===== src/rtl/joy_serial_reader.sv =====
`default_nettype none
// ============================================================================
// joy_serial_reader : load/shift driver for a 74HC165-style joystick chain
//                     with per-bit multi-frame debounce
// Revision 1.0
// ============================================================================
module joy_serial_reader #(
  parameter int NUM_JOYS        = 2,
  parameter int BITS_PER_JOY    = 8,
  parameter int CLKDIV_LOG2     = 7,
  parameter int DEBOUNCE_FRAMES = 2,
  parameter bit OUT_ACTIVE_LOW  = 1'b0
) (
  input  logic                             clk,
  input  logic                             reset,
  input  logic                             enable,
  input  logic                             joy_data,
  output logic                             joy_clk,
  output logic                             joy_load_n,
  output logic [NUM_JOYS*BITS_PER_JOY-1:0] joy_out,
  output logic                             frame_strobe
);

  localparam int TOTAL = NUM_JOYS * BITS_PER_JOY;
  localparam int CNT_W = (TOTAL > 1) ? $clog2(TOTAL) : 1;
  localparam logic [CNT_W-1:0] LAST_BIT  = CNT_W'(TOTAL - 1);
  localparam logic [TOTAL-1:0] OUT_RESET = {TOTAL{OUT_ACTIVE_LOW}};

  typedef enum logic [2:0] {
    IDLE       = 3'd0,
    LOAD       = 3'd1,
    SHIFT_LOW  = 3'd2,
    SHIFT_HIGH = 3'd3,
    DONE       = 3'd4
  } state_t;

  state_t                 state, state_nxt;
  logic [CLKDIV_LOG2-1:0] div;
  logic                   tick;
  logic                   load_half, load_half_nxt;
  logic [CNT_W-1:0]       bitcnt, bitcnt_nxt;
  logic [TOTAL-1:0]       raw, raw_nxt;
  logic [TOTAL-1:0]       hist     [DEBOUNCE_FRAMES];
  logic [TOTAL-1:0]       hist_nxt [DEBOUNCE_FRAMES];
  logic [TOTAL-1:0]       all_high, all_low, out_nxt;
  logic                   joy_clk_nxt, joy_load_n_nxt, strobe_nxt;

  assign tick = &div;

  always_ff @(posedge clk) begin
    if (reset) begin
      div          <= '0;
      state        <= IDLE;
      load_half    <= 1'b0;
      bitcnt       <= '0;
      raw          <= '1;
      joy_clk      <= 1'b0;
      joy_load_n   <= 1'b1;
      frame_strobe <= 1'b0;
      joy_out      <= OUT_RESET;
      for (int i = 0; i < DEBOUNCE_FRAMES; i++) hist[i] <= '1;
    end else begin
      div          <= div + CLKDIV_LOG2'(1);
      state        <= state_nxt;
      load_half    <= load_half_nxt;
      bitcnt       <= bitcnt_nxt;
      raw          <= raw_nxt;
      joy_clk      <= joy_clk_nxt;
      joy_load_n   <= joy_load_n_nxt;
      frame_strobe <= strobe_nxt;
      joy_out      <= out_nxt;
      hist         <= hist_nxt;
    end
  end

  always_comb begin
    state_nxt      = state;
    load_half_nxt  = load_half;
    bitcnt_nxt     = bitcnt;
    raw_nxt        = raw;
    joy_clk_nxt    = joy_clk;
    joy_load_n_nxt = joy_load_n;
    strobe_nxt     = 1'b0;
    out_nxt        = joy_out;
    hist_nxt       = hist;

    // Agreement across the history as it will be once this frame is pushed in
    all_high = raw;
    all_low  = ~raw;
    for (int i = 0; i < DEBOUNCE_FRAMES - 1; i++) begin
      all_high &= hist[i];
      all_low  &= ~hist[i];
    end

    case (state)
      IDLE: begin
        if (tick && enable) begin
          state_nxt      = LOAD;
          joy_load_n_nxt = 1'b0;
          load_half_nxt  = 1'b0;
        end
      end
      LOAD: begin
        if (tick) begin
          if (load_half) begin
            state_nxt      = SHIFT_LOW;
            joy_load_n_nxt = 1'b1;
            bitcnt_nxt     = '0;
          end else begin
            load_half_nxt = 1'b1;
          end
        end
      end
      SHIFT_LOW: begin
        if (tick) begin
          raw_nxt[bitcnt] = joy_data;
          joy_clk_nxt     = 1'b1;
          state_nxt       = SHIFT_HIGH;
        end
      end
      SHIFT_HIGH: begin
        if (tick) begin
          joy_clk_nxt = 1'b0;
          if (bitcnt == LAST_BIT) begin
            state_nxt = DONE;
          end else begin
            bitcnt_nxt = bitcnt + CNT_W'(1);
            state_nxt  = SHIFT_LOW;
          end
        end
      end
      DONE: begin
        hist_nxt[0] = raw;
        for (int i = 1; i < DEBOUNCE_FRAMES; i++) hist_nxt[i] = hist[i-1];
        out_nxt    = (joy_out & ~(all_high | all_low)) |
                     (OUT_ACTIVE_LOW ? all_high : all_low);
        strobe_nxt = 1'b1;
        state_nxt  = IDLE;
      end
      default: state_nxt = IDLE;
    endcase
  end

endmodule
`default_nettype wire

===== config.mk =====
export PLATFORM = sky130hd
export DESIGN_NAME = joy_serial_reader
export DESIGN_NICKNAME = d
export VERILOG_FILES = /design/src/rtl/joy_serial_reader.sv
export SDC_FILE = /design/constraint.sdc
export NUM_CORES = 1
export LEC_CHECK = 0
export ABC_AREA = 1
export BUFFER_PORTS_ARGS = -buffer_cell sky130_fd_sc_hd__clkbuf_2
export CAP_MARGIN = 20
export CORE_MARGIN = 1.5
export CORE_UTILIZATION = 59
export DETAILED_ROUTE_END_ITERATION = 7
export PLACE_DENSITY_LB_ADDON = 0.2
export RECOVER_POWER = 100
export SYNTH_ARGS = -nofsm -noshare
export SYNTH_HDL_FRONTEND = slang
export SYNTH_SLANG_ARGS = --single-unit

===== constraint.sdc =====
create_clock -name clk -period 2.2 [get_ports clk]
set_clock_uncertainty 0.15 [all_clocks]
set_input_delay 0.44 -clock clk [delete_from_list [all_inputs] [get_ports clk]]
set_output_delay 0.44 -clock clk [all_outputs]
set_load 0.01 [all_outputs]

Word-level counts from Yosys, hierarchy flattened
Cells that the tools add are included.
{"block": "word_totals", "ff_bits": 66, "in_bits": 4, "out_inout_bits": 19, "elab_cells": 70}
{"block": "classes", "addsub": 2, "order_cmp": 2, "n_eq_ne": 11, "n_mux": 24, "n_bitwise": 8, "reduce_logical": 13}
{"cell": "$and A16 B16 Y16", "n": 3}
{"cell": "$not A16 Y16", "n": 3}
{"cell": "$or A16 B16 Y16", "n": 2}
{"cell": "$mux W3", "n": 6}
{"cell": "$bwmux W16", "n": 1}
{"cell": "$mux W4", "n": 4}
{"cell": "$ne A2 B2 Y1 const B", "n": 6}
{"cell": "$pmux W3 S4", "n": 1}
{"cell": "$reduce_and A5 Y1", "n": 2}
{"cell": "$pmux W4 S2", "n": 1}
{"cell": "$reduce_and A8 Y1", "n": 1}
{"cell": "$add A7 B1 Y7 const B", "n": 1}
{"cell": "$mux W1", "n": 7}
{"cell": "$reduce_and A7 Y1", "n": 1}
{"cell": "$eq A3 B2 Y1 const B", "n": 2}
{"cell": "$pmux W1 S2", "n": 3}
{"cell": "$reduce_and A3 Y1", "n": 2}
{"cell": "$reduce_bool A2 Y1", "n": 3}
{"cell": "$lt A4 B5 Y1 const B", "n": 1}
{"cell": "$add A4 B1 Y4 const B", "n": 1}
{"cell": "$demux W1 S4", "n": 1}
{"cell": "$eq A4 B4 Y1 const B", "n": 1}
{"cell": "$ge A4 B1 Y1 const B", "n": 1}
{"cell": "$reduce_and A4 Y1", "n": 1}
{"cell": "other kinds (4)", "n": 5}

Longest topological paths before layout
{"block": "logic_depth", "depth_word": 6, "depth_mapped": 9}

Worst setup path before layout
OpenSTA, ideal clock, no wires.
{"block": "synth_path", "path_kind": "reg-to-reg", "start": "reg div[0]", "end": "reg raw[12]", "arrival_time_ns": 1.247, "t_required_ns": 1.920, "path_slack_ns": 0.673, "stages_incl_launch_ff": 9, "period_less_slack_ns": 1.527, "path_cell_list": "dfxtp_1 ha_1 nand2_2 nor2_4 nand2_4 nor2_8 nand2_4 o21ai_1 nand3_1"}
{"block": "synth_via", "elab_chain_cells": 1}
{"item": "start: declaration", "line": "38", "text": "logic [CLKDIV_LOG2-1:0] div;"}
{"item": "start signal: assignment", "line": "63", "text": "div <= div + CLKDIV_LOG2'(1);"}
{"item": "$reduce_and A8 Y1 (no line)"}
{"item": "end signal: assignment", "line": "67", "text": "raw <= raw_nxt;"}
{"item": "end: declaration", "line": "42", "text": "logic [TOTAL-1:0] raw, raw_nxt;"}
No other way between the ends.
A chain may end at the register's enable or synchronous reset.

Worst setup path in the final report
{"block": "layout_path", "start": "reg div[0]", "end": "reg raw[10]"}
Same word-level chain as after synthesis.

==> run_results.csv <==
group,metric,value,unit
setup_path,path_max_fanout,9,
min_path,whs_endpoint,"joy_load_n",
floorplanning,die_height,74.24,microns
setup_path,endpoint_kind,"register",
placement,gp_congestion,0.9010,
sta,hold_ws,0.2765,ns
min_path,hold-path-cell-count,4,
power,powerDensity,681.2,nW/um^2
sta,rsz0062_at_grt,"no",
global_route,track_usage,23.32,%
synth,yosys.area_share.simple,22.15,%
global_route,grt_overflow,0,
route,routed_wl,5.845,mm
synth,netlist_top_cells_count,"dfxtp_1, nand2_1, inv_1",
clock_network,root_buffer,"clkbuf_8",
synth,synth.top_cell.area_share,44.13,%
synth,ys_ff_latch,66,
synth,ys.flop_type,"dfxtp_1",
clock_network,postCtsSetupRepairBufs,0,
sta,hold_viol_final,0,
floorplanning,row_count,25,
clock_network,clk_pin_slew,0.07,ns
route,drc,0,
min_path,hold_path_class,"in -> reg",
sta,setup_viol,0,
setup_path,arrival,1.92,ns
synth,async_flop_share,0,%
route,dr_total_vias,2442,
synth,syn_inst,377,
finish,drive_above_1_share,7.160,%
clock_network,ctsResizeCount,0,
synth,synth_xor_area_share,0,%
floorplanning,die_area,5511,sq um
route,drtPass1Iterations,4,
sta,tightest_slew,0.8152,ns
global_route,grt.busiest_layer,"met2",
synth,synth_edf_count,0,
synth,yosys.cell_count.top_type,"dfxtp_1",
floorplanning,start_util,62.16,%
route,drtIter0Drc,106,
global_route,antenna_found_initial,0,
route,viasPerCell,5.174,
setup_path,criticalPathCategory,"reg -> reg",
placement,dp_hpwl,4.101,mm
floorplanning,core,4817,sq um
synth,syn-cell-area,2994,sq um
clock_network,cts_tree,"done",
global_route,use_met2,37.10,%
global_route,grtUsageMet3,4.336,%
clock_network,clk_latency,0.33,ns
synth,avgSynthCellArea,7.942,sq um
synth,yosysWarnings,0,
sta,maxSlewViolCount,0,
setup_path,r2r-end,"raw[10]",
clock_network,cts_sinks,66,
clock_network,cts-buffers-inserted,9,
power,ir_drop,0.3609,mV
floorplanning,die_x,74.24,microns
synth,yosysTopAreaCell,"dfxtp_1",
route,ant_nets,0,
sta,finalSetupTns,0,ns
setup_path,setup.worst_path.start,"div[0]",
synth,seq_area_frac_synth,44.13,%
global_route,grt_pass1_wl,9.880,mm
finish,antenna_cells,0,
setup_path,rrSetupSlack,0.34,ns
finish,fin_nets,426,
synth,synth_fp_nets,402,
run_status,status,"finished clean",
global_route,grt_pass1_vias,2288,
sta,fmax,0.5388,GHz
finish,area_growth,9.277,%
clock_network,clk_path_buf_depth,2,
setup_path,cp.required,2.27,ns
synth,synth_fa_ha_area_share,8.776,%
global_route,grtUsageMet1,30.36,%
global_route,grt_max_degree,31,
setup_path,reg2reg_depth,8,
placement,port_buffers,22,
setup_path,start_kind,"register",
job,max_cap_viol_count,0,
route,wl_per_cell,12.38,microns
sta,slew_headroom,45.65,%
power,p_leak,1.731,nW
floorplanning,io_pins,23,
sta,fin_crit_sh,84.36,%
synth,synth_compound_area_share,15.34,%
clock_network,cts_max_level,3,
synth,synth_area_leaders,"dfxtp_1, ha_1, nand2_1",
synth,synthMuxAreaShare,0,%
setup_path,worstReg2RegStart,"div[0]",
min_path,min_from,"enable",
finish,final_util,67.92,%
synth,synth_top_family_by_area,"simple AND/OR/NAND/NOR gates",
synth,ys_types,26,
sta,min_period,1.856,ns
clock_network,cts_hold_buf,0,
stage by stage:
stage	area (sq um)	cells	setup slack (ns)	power (mW)
floorplan	2994	377	0.6730	1.337
global placement	3167	457	0.5079	1.366
detailed placement	3167	457	0.4578	1.368
CTS	3338	472	0.4567	2.250
global route	3272	472	0.1571	2.308
finish	3272	472	0.3441	2.229
cell usage in the layout, fill, tap and decap left out, types with 4 or more instances in the layout:
cell type and instances:
dfxtp_1 66, o21ai_0 42, clkinv_2 4, o21ai_1 5, clkbuf_1 25, nor2_1 17
nand3_1 43, o211ai_1 19, a21oi_1 12, clkbuf_8 11, nor3_1 4, ha_1 21
inv_1 54, nand4_1 5, nand2_1 60
kinds of logic after synthesis:
family | Yosys count
buf+inv | 73
flops | 66
simple gates | 136
fa+ha+maj | 21
compound gates | 81
worst max path at each step:
stage | endpoint | slack, ns | depth (start not counted)
finish | raw[10] | 0.34 | 8
global route | raw[6] | 0.16 | 8
CTS | raw[5] | 0.46 | 8
detailed placement | joy_out[5] | 0.46 | 4
global placement | joy_out[2] | 0.51 | 4
floorplan | raw[12] | 0.67 | 8
cell type report:
| class | instances | area [sq um] |
|---|---|---|
| Clock buffer | 13 | 158.9 |
| Clock inverter | 2 | 12.51 |
| Fill cell | 439 | 1545 |
| Inverter | 58 | 221.5 |
| Multi-Input combinational cell | 238 | 1355 |
| Sequential cell | 66 | 1321 |
| Tap cell | 67 | 83.83 |
| Timing Repair Buffer | 28 | 118.9 |
routing by layer:
metal	share of wire, %	vias up
met1	50	1100
met3	3.7	6
met4	0.79	0
met5	0	-
li1	-	1296
met2	45	40
report_power, final:
group / switching [mW] / internal (mW)
combinational: 0.0856 / 0.0309
sequential: 0.0140 / 1.21
clock: 0.429 / 0.463
total: 0.528 / 1.70
sequential cells by signal, summed over array words and instances (netlist names), 3 cells and up:
register  flops
hist         16
joy_out      16
raw          16
div           7
bitcnt        4
state         3
worst max-delay path: stages, from the launching register on:
cell and delay [ns]:
dfxtp_1 0.36, ha_1 0.18, nand2_1 0.10, nor2_4 0.19, nand2_4 0.11, nor2_8 0.17
nand2_1 0.18, o21ai_0 0.22, nand3_1 0.09
(Power assumes the default switching activity.)
